<file path="src/rtl/branch_resolve_predict.sv">
// Branch predictor and resolver. A direct-mapped BTB with 2-bit counters predicts
// the fetch PC, and resolved EX/MEM branches raise flush, train the table and update statistics.
module branch_resolve_predict #(
    parameter int IDX_W = 4,
    parameter int TAG_W = 30 - IDX_W
) (
    input  logic        clk,
    input  logic        rst,
    input  logic [31:0] if_pc,
    output logic        prediction,
    output logic [31:0] control_pc,
    input  logic        ex_valid,
    input  logic [31:0] ex_pc,
    input  logic        ex_taken,
    input  logic [31:0] ex_target,
    input  logic        ex_pred,
    input  logic [31:0] ex_pred_target,
    output logic        flush,
    output logic [31:0] pc_branch,
    output logic [31:0] br_count,
    output logic [31:0] mispred_count
);
    localparam int unsigned ENTRIES = 2 ** IDX_W;

    logic             r_valid  [ENTRIES];
    logic [TAG_W-1:0] r_tag    [ENTRIES];
    logic [31:0]      r_target [ENTRIES];
    logic [1:0]       r_ctr    [ENTRIES];
    logic [31:0]      r_br_count;
    logic [31:0]      r_mispred_count;

    logic [IDX_W-1:0] w_idx;
    logic [TAG_W-1:0] w_tag;
    logic             w_hit;
    logic [IDX_W-1:0] w_uidx;
    logic [TAG_W-1:0] w_utag;
    logic             w_uhit;

    // Lookup reads the table before any same-cycle training write lands.
    assign w_idx      = if_pc[IDX_W+1:2];
    assign w_tag      = if_pc[31:IDX_W+2];
    assign w_hit      = r_valid[w_idx] && (r_tag[w_idx] == w_tag);
    assign prediction = w_hit && r_ctr[w_idx][1];
    assign control_pc = prediction ? r_target[w_idx] : if_pc + 32'd4;

    assign flush     = ex_valid && ((ex_taken != ex_pred) ||
                                    (ex_taken && ex_pred && (ex_target != ex_pred_target)));
    assign pc_branch = ex_taken ? ex_target : ex_pc + 32'd4;

    assign w_uidx = ex_pc[IDX_W+1:2];
    assign w_utag = ex_pc[31:IDX_W+2];
    assign w_uhit = r_valid[w_uidx] && (r_tag[w_uidx] == w_utag);

    assign br_count      = r_br_count;
    assign mispred_count = r_mispred_count;

    always_ff @(posedge clk or posedge rst) begin
        if (rst) begin
            for (int unsigned i = 0; i < ENTRIES; i++) begin
                r_valid[i]  <= 1'b0;
                r_tag[i]    <= '0;
                r_target[i] <= '0;
                r_ctr[i]    <= 2'b01;
            end
            r_br_count      <= '0;
            r_mispred_count <= '0;
        end else begin
            if (ex_valid) begin
                if (w_uhit) begin
                    if (ex_taken) begin
                        if (r_ctr[w_uidx] != 2'b11) r_ctr[w_uidx] <= r_ctr[w_uidx] + 2'd1;
                        r_target[w_uidx] <= ex_target;
                    end else if (r_ctr[w_uidx] != 2'b00) begin
                        r_ctr[w_uidx] <= r_ctr[w_uidx] - 2'd1;
                    end
                end else if (ex_taken) begin
                    r_valid[w_uidx]  <= 1'b1;
                    r_tag[w_uidx]    <= w_utag;
                    r_target[w_uidx] <= ex_target;
                    r_ctr[w_uidx]    <= 2'b10;
                end
                if (r_br_count != '1) r_br_count <= r_br_count + 32'd1;
            end
            if (flush && (r_mispred_count != '1)) r_mispred_count <= r_mispred_count + 32'd1;
        end
    end
endmodule

</file>
<file path="config.mk">
export PLATFORM = sky130hd
export DESIGN_NAME = branch_resolve_predict
export DESIGN_NICKNAME = d
export VERILOG_FILES = /design/src/rtl/branch_resolve_predict.sv
export SDC_FILE = /design/constraint.sdc
export NUM_CORES = 2
export LEC_CHECK = 0
export ABC_AREA = 0
export CAP_MARGIN = 15
export CORE_MARGIN = 2
export CORE_UTILIZATION = 40
export DETAILED_ROUTE_END_ITERATION = 6
export GPL_TIMING_DRIVEN = 0
export SLEW_MARGIN = 20
export SYNTH_ARGS = -nofsm -noshare
export SYNTH_HDL_FRONTEND = slang
export SYNTH_SLANG_ARGS = --single-unit
</file>
<file path="constraint.sdc">
create_clock -name clk -period 48.7 [get_ports clk]
set_clock_uncertainty 0.1 [all_clocks]
set_input_delay 12.175 -clock clk [delete_from_list [all_inputs] [get_ports clk]]
set_output_delay 12.175 -clock clk [all_outputs]
set_load 0.02 [all_outputs]
</file>
== Yosys cells after proc, flatten, opt, wreduce, memory -nomap -nowiden ==
Cells that the tools add are included.

* Output and inout bits: 130
* Bits in registers: 1040
* Input bits: 133
* Word-level logic and storage cells: 146

* Multiplexer cells: 40
* Bitwise gates (word level): 7
* $add $sub $neg: 6
* Equality and inequality tests: 8
* Reduce and logical (&&, ||, !) cells: 16
* $lt $le $gt $ge: 3

{| class="wikitable"
|+ Operators by type and width
! operator !! number
|-
| $bwmux 512 || 1
|-
| $bwmux 416 || 1
|-
| $mux 32 || 10
|-
| $bmux 26 s4 || 2
|-
| $mux 26 || 5
|-
| $bmux 32 s4 || 1
|-
| $demux 32 s4 || 1
|-
| $demux 26 s4 || 1
|-
| $add 32x1->32 const B || 2
|-
| $add 32x3->32 const B || 2
|-
| $bwmux 32 || 2
|-
| $ne 32x32->1 const B || 2
|-
| $eq 26x26->1 || 2
|-
| $ne 32x32->1 || 1
|-
| $or 16x16->16 || 2
|-
| $and 16x16->16 || 1
|-
| $bmux 2 s4 || 2
|-
| $not 16->16 || 1
|-
| $ge 5x5->1 const B || 2
|-
| $mux 2 || 5
|-
| $not 4->5 || 2
|-
| $bmux 1 s4 || 2
|-
| $demux 2 s4 || 1
|-
| $logic_and 1x1->1 || 8
|-
| other kinds (14) || 21
|}

== Depth between registers and ports, before layout ==
* Word-level depth: 9
* Gate-level depth with buffers: 16
* Gate-level depth less buffers: 9

== Worst setup path after synthesis ==
Ideal clock, no wire load.

* Path kind: in2out
* Start: input if_pc[2]
* End: output control_pc[0]
* Data required time: 36.425 ns
* Path slack: 21.065 ns
* Buffers on the path: 7
* Arrival: 15.360 ns
* Stages: 10
* Cells stage by stage: buf_2 > buf_2 > buf_2 > buf_2 > clkbuf_1 > clkbuf_1 > buf_2 > mux4_2 > mux4_2 > mux2_2

* Word-level cells in the longest chain between the ends: 8
* Elaborated cells on any way between the ends: 17
* Those cells by class: 1 x eq/ne; 13 x mux; 1 x bitwise; 2 x reduce/logical

{| class="wikitable"
|+ Ends and longest elaborated chain
! element !! line !! text
|-
| start, declared || 9 || <nowiki>input logic [31:0] if_pc,</nowiki>
|-
| $not 4->5 (not written as such) * || 42, 43, 44 ||
|-
| $bmux 26 s4 || 42 || <nowiki>assign w_hit = r_valid[w_idx] && (r_tag[w_idx] == w_tag);</nowiki>
|-
| $mux 26 (not written as such) (2 in a row) || 42 ||
|-
| $eq 26x26->1 || 42 ||
|-
| $logic_and 1x1->1 || 42 ||
|-
| $logic_and 1x1->1 || 43 || <nowiki>assign prediction = w_hit && r_ctr[w_idx][1];</nowiki>
|-
| $mux 32 * || 44 || <nowiki>assign control_pc = prediction ? r_target[w_idx] : if_pc + 32'd4;</nowiki>
|-
| end, declared || 11 || <nowiki>output logic [31:0] control_pc,</nowiki>
|}

Every way passes the cells marked *; elsewhere a longest branch is shown, timed or not. The select of a mux whose other input is x is not followed.

== Final worst setup path ==
* Start: input if_pc[3]
* End: output control_pc[24]

* Word-level cells in the longest chain between the ends: 8
* Elaborated cells on any way between the ends: 18
* Those cells by class: 1 x add/sub; 1 x eq/ne; 13 x mux; 1 x bitwise; 2 x reduce/logical

{| class="wikitable"
|+ Ends and longest elaborated chain
! element !! line
|-
| $not 4->5 (not written as such) || 42, 43, 44
|-
| $bmux 26 s4 || 42
|-
| $mux 26 (not written as such) (2 in a row) || 42
|-
| $eq 26x26->1 || 42
|-
| $logic_and 1x1->1 || 42
|-
| $logic_and 1x1->1 || 43
|-
| $mux 32 * || 44
|}

Marked as above.

==> results.tsv <==
metric	value	unit
vias	35851	
arrival	19.35	ns
crit_family	buffers and inverters	
initial_core_util	0.403	
cts_root_buf	clkbuf_16	
synth_ff_type	dfrtp_1	
grt_usage	0.284	
cts_buffers	117	
synth-seq-cells	1040	
cp_max_fo	10	
post-route-min-period	31.63	ns
required	36.42	ns
hold_ws	0.391	ns
vias_per_cell	6.06	
crit_path_cell_trace	clkdlybuf4s50_1 > buf_2 > clkbuf_2 > clkbuf_1 > buf_2 > a211oi_1 > a21oi_1 > xor2_1 > nor2_1 > and3_1 > nand4_1 > clkbuf_1 > mux2_2 > clkdlybuf4s50_1	
rows	134	
setup_viol	0	
wl	195000	um
holdBufCountCts	0	
synth-edff-count	0	
grt_overflow	0	
core	133000	um^2
synth_area	53700	um^2
final_nets	4188	
antenna_found_initial	14	
powerDensity	41.6	nW/um^2
dp_hpwl	140000	um
worstPathBufferInverterCount	7	
cts.sinks	1040	
firstDrtPassIters	7	
finalCritPeriodShare	0.649	
yosysUniqueCellTypes	68	
fin_cells	5914	
layout_common_cells	dfrtp_1 (1,024), mux2_2 (991), mux4_2 (366)	
cellLeakagePower	0.0267	uW
drtAntennaViolNets	0	
drt-initial-drc-count	3376	
crit_slowest_cell	clkbuf_1	
wl_per_cell	32.9	um
syn_area_per_cell	14.5	um^2
final_util	0.470	
clock_path_buffers	3	
grt_setup_unrepaired	no	
critPathCaptureType	output pin	
h-tree-depth	3	
layout-drive-gt1-share	0.419	
syn2layout_area_growth	16.7	%
mostFrequentLayoutCell	dfrtp_1	
gp_congestion	0.988	
die_x	370	um
grt_pass1_wl	275000	um
grt_max_degree	104	
cts_resized	0	
clock_latency	0.77	ns
path_clk_slew	0.06	ns
vdd_ir_drop_max	0.0000318	V
syn_inst	3691	
final_max_slew_viol_count	0	
dieArea	137000	um^2
tightest_slew	1.25	ns
post_cts_buffers	0	
cts_tree	yes	
portBuffers	220	
status	completed	
slew_headroom	0.168	
die_h	370	um
max_freq	0.0316	GHz
cp-start-kind	input pin	
dp_cells	5694	
finalPower	2610	uW
hold_class	flop to flop	
async_reset_ff_frac	1.00	
synth_nets	3834	
worstSetupPathType	input pin to output pin	
fin_tns_setup	0	ns
drc_errors	0	
max_cap_viol_count	0	
grt_pass1_vias	35942	
seq_area_frac_synth	0.485	
hold_viol	0	
io_pins	263	
yosysWarningCount	0	
slowest_delay	0.97	ns
-- registers in the layout, summed over array words and instances (netlist names) --
register / cells
r_ctr: 32
br_count: 32
r_valid: 16
mispred_count: 32
r_tag: 416
r_target: 512
-- synthesized netlist by cell type, types with 4 or more instances --
cell type	count	area, um^2
o31ai_1	4	30.0
nand4_1	45	282
clkbuf_1	219	822
and3_1	25	156
and4_1	9	78.8
nand3_1	79	395
xor2_1	59	517
mux2i_1	87	871
ha_1	10	125
a21oi_1	12	60.1
buf_6	17	191
inv_1	20	75.1
nor2b_1	15	93.8
dfstp_2	16	420
or2_2	14	87.6
or3_1	8	50.1
a21oi_4	10	163
nand2_1	120	450
o21ai_0	41	205
xnor2_1	138	1210
a22o_1	11	96.3
buf_1	27	101
a211oi_1	11	82.6
buf_2	72	360
o211ai_1	10	75.1
a2bb2oi_1	6	52.6
mux4_2	366	8240
a31oi_1	4	25.0
nor3_1	17	85.1
dfrtp_1	1024	25600
buf_4	10	75.1
a22oi_1	25	188
a221oi_1	5	43.8
nor4_1	12	75.1
nand2b_1	14	87.6
o22ai_1	8	50.1
mux2_1	20	225
mux2_2	991	11200
nor2_1	51	191
and2_1	17	106
-- routing by layer --
layer  global-route usage  share of wire  up-vias  routed length, um
met2                0.435           0.45     1621              87700
met4                0.116          0.047       12               9220
met3               0.0888          0.099      387              19300
li1                     -              -    14549                  -
met5                    0        0.00035        -                 68
met1                0.374           0.40    19282              78400
-- worst reg2reg max path: cells and delay by family (launching register included) --
family	cells	cell delay, ns
xor gates and xnor gates	1	0.17
buffers and inverters	2	0.88
AOI/OAI and AO/OA	1	0.21
DFF	1	0.40
and+or+nand+nor	4	2.13
muxes	3	1.13
-- power breakdown --
group	leakage (uW)	internal (uW)	switching [uW]
Sequential	0.0132	1030	103
Combinational	0.0114	291	242
Clock	0.00200	565	381
-- per-stage QoR --
stage / cell area, um^2 / setup WS, ns
6_report: 62600 / 17.07
5_1_grt: 62600 / 17.16
4_1_cts: 62600 / 17.22
3_5_place_dp: 58500 / 17.22
3_3_place_gp: 58100 / -6.13
2_1_floorplan: 53700 / 7.18
-- path summary, 6_finish.rpt --
kind | startpoint | to | slack (ns) | cells after the start
min in group asynchronous | rst | r_target[163]$_DFFE_PP0P_ | 11.77 | 2
hold reg to reg | br_count[25]$_DFFE_PP0P_ | br_count[25]$_DFFE_PP0P_ | 0.39 | 1
max in group asynchronous | rst | r_tag[355]$_DFFE_PP0P_ | 34.82 | 5
setup / recovery | if_pc[3] | control_pc[24] | 17.07 | 14
setup reg to reg | r_tag[27]$_DFFE_PP0P_ | r_tag[0]$_DFFE_PP0P_ | 43.51 | 11
hold / removal | br_count[25]$_DFFE_PP0P_ | br_count[25]$_DFFE_PP0P_ | 0.39 | 1
-- layout make-up --
class	count	area (um^2)
multi-input cells	2281	26000
clock inverters	42	674
well taps	1768	2210
plain buffers	349	1640
diodes	1	2.50
fillers	11882	70700
repair buffers	235	2590
flip-flops and latches	1040	26000
clock buffers	177	3430
inverters	21	86.3
-- cell families after synthesis --
| logic type | synth area share |
|---|---|
| AO/OA/AOI/OAI | 0.0239 |
| XOR/XNOR | 0.0322 |
| adder cells (fa/ha/maj) | 0.00233 |
| buffers and inverters | 0.0315 |
| flip-flops | 0.485 |
| multiplexers | 0.383 |
| AND/OR/NAND/NOR | 0.0418 |
No activity file was read; power rests on OpenSTA's default activity.
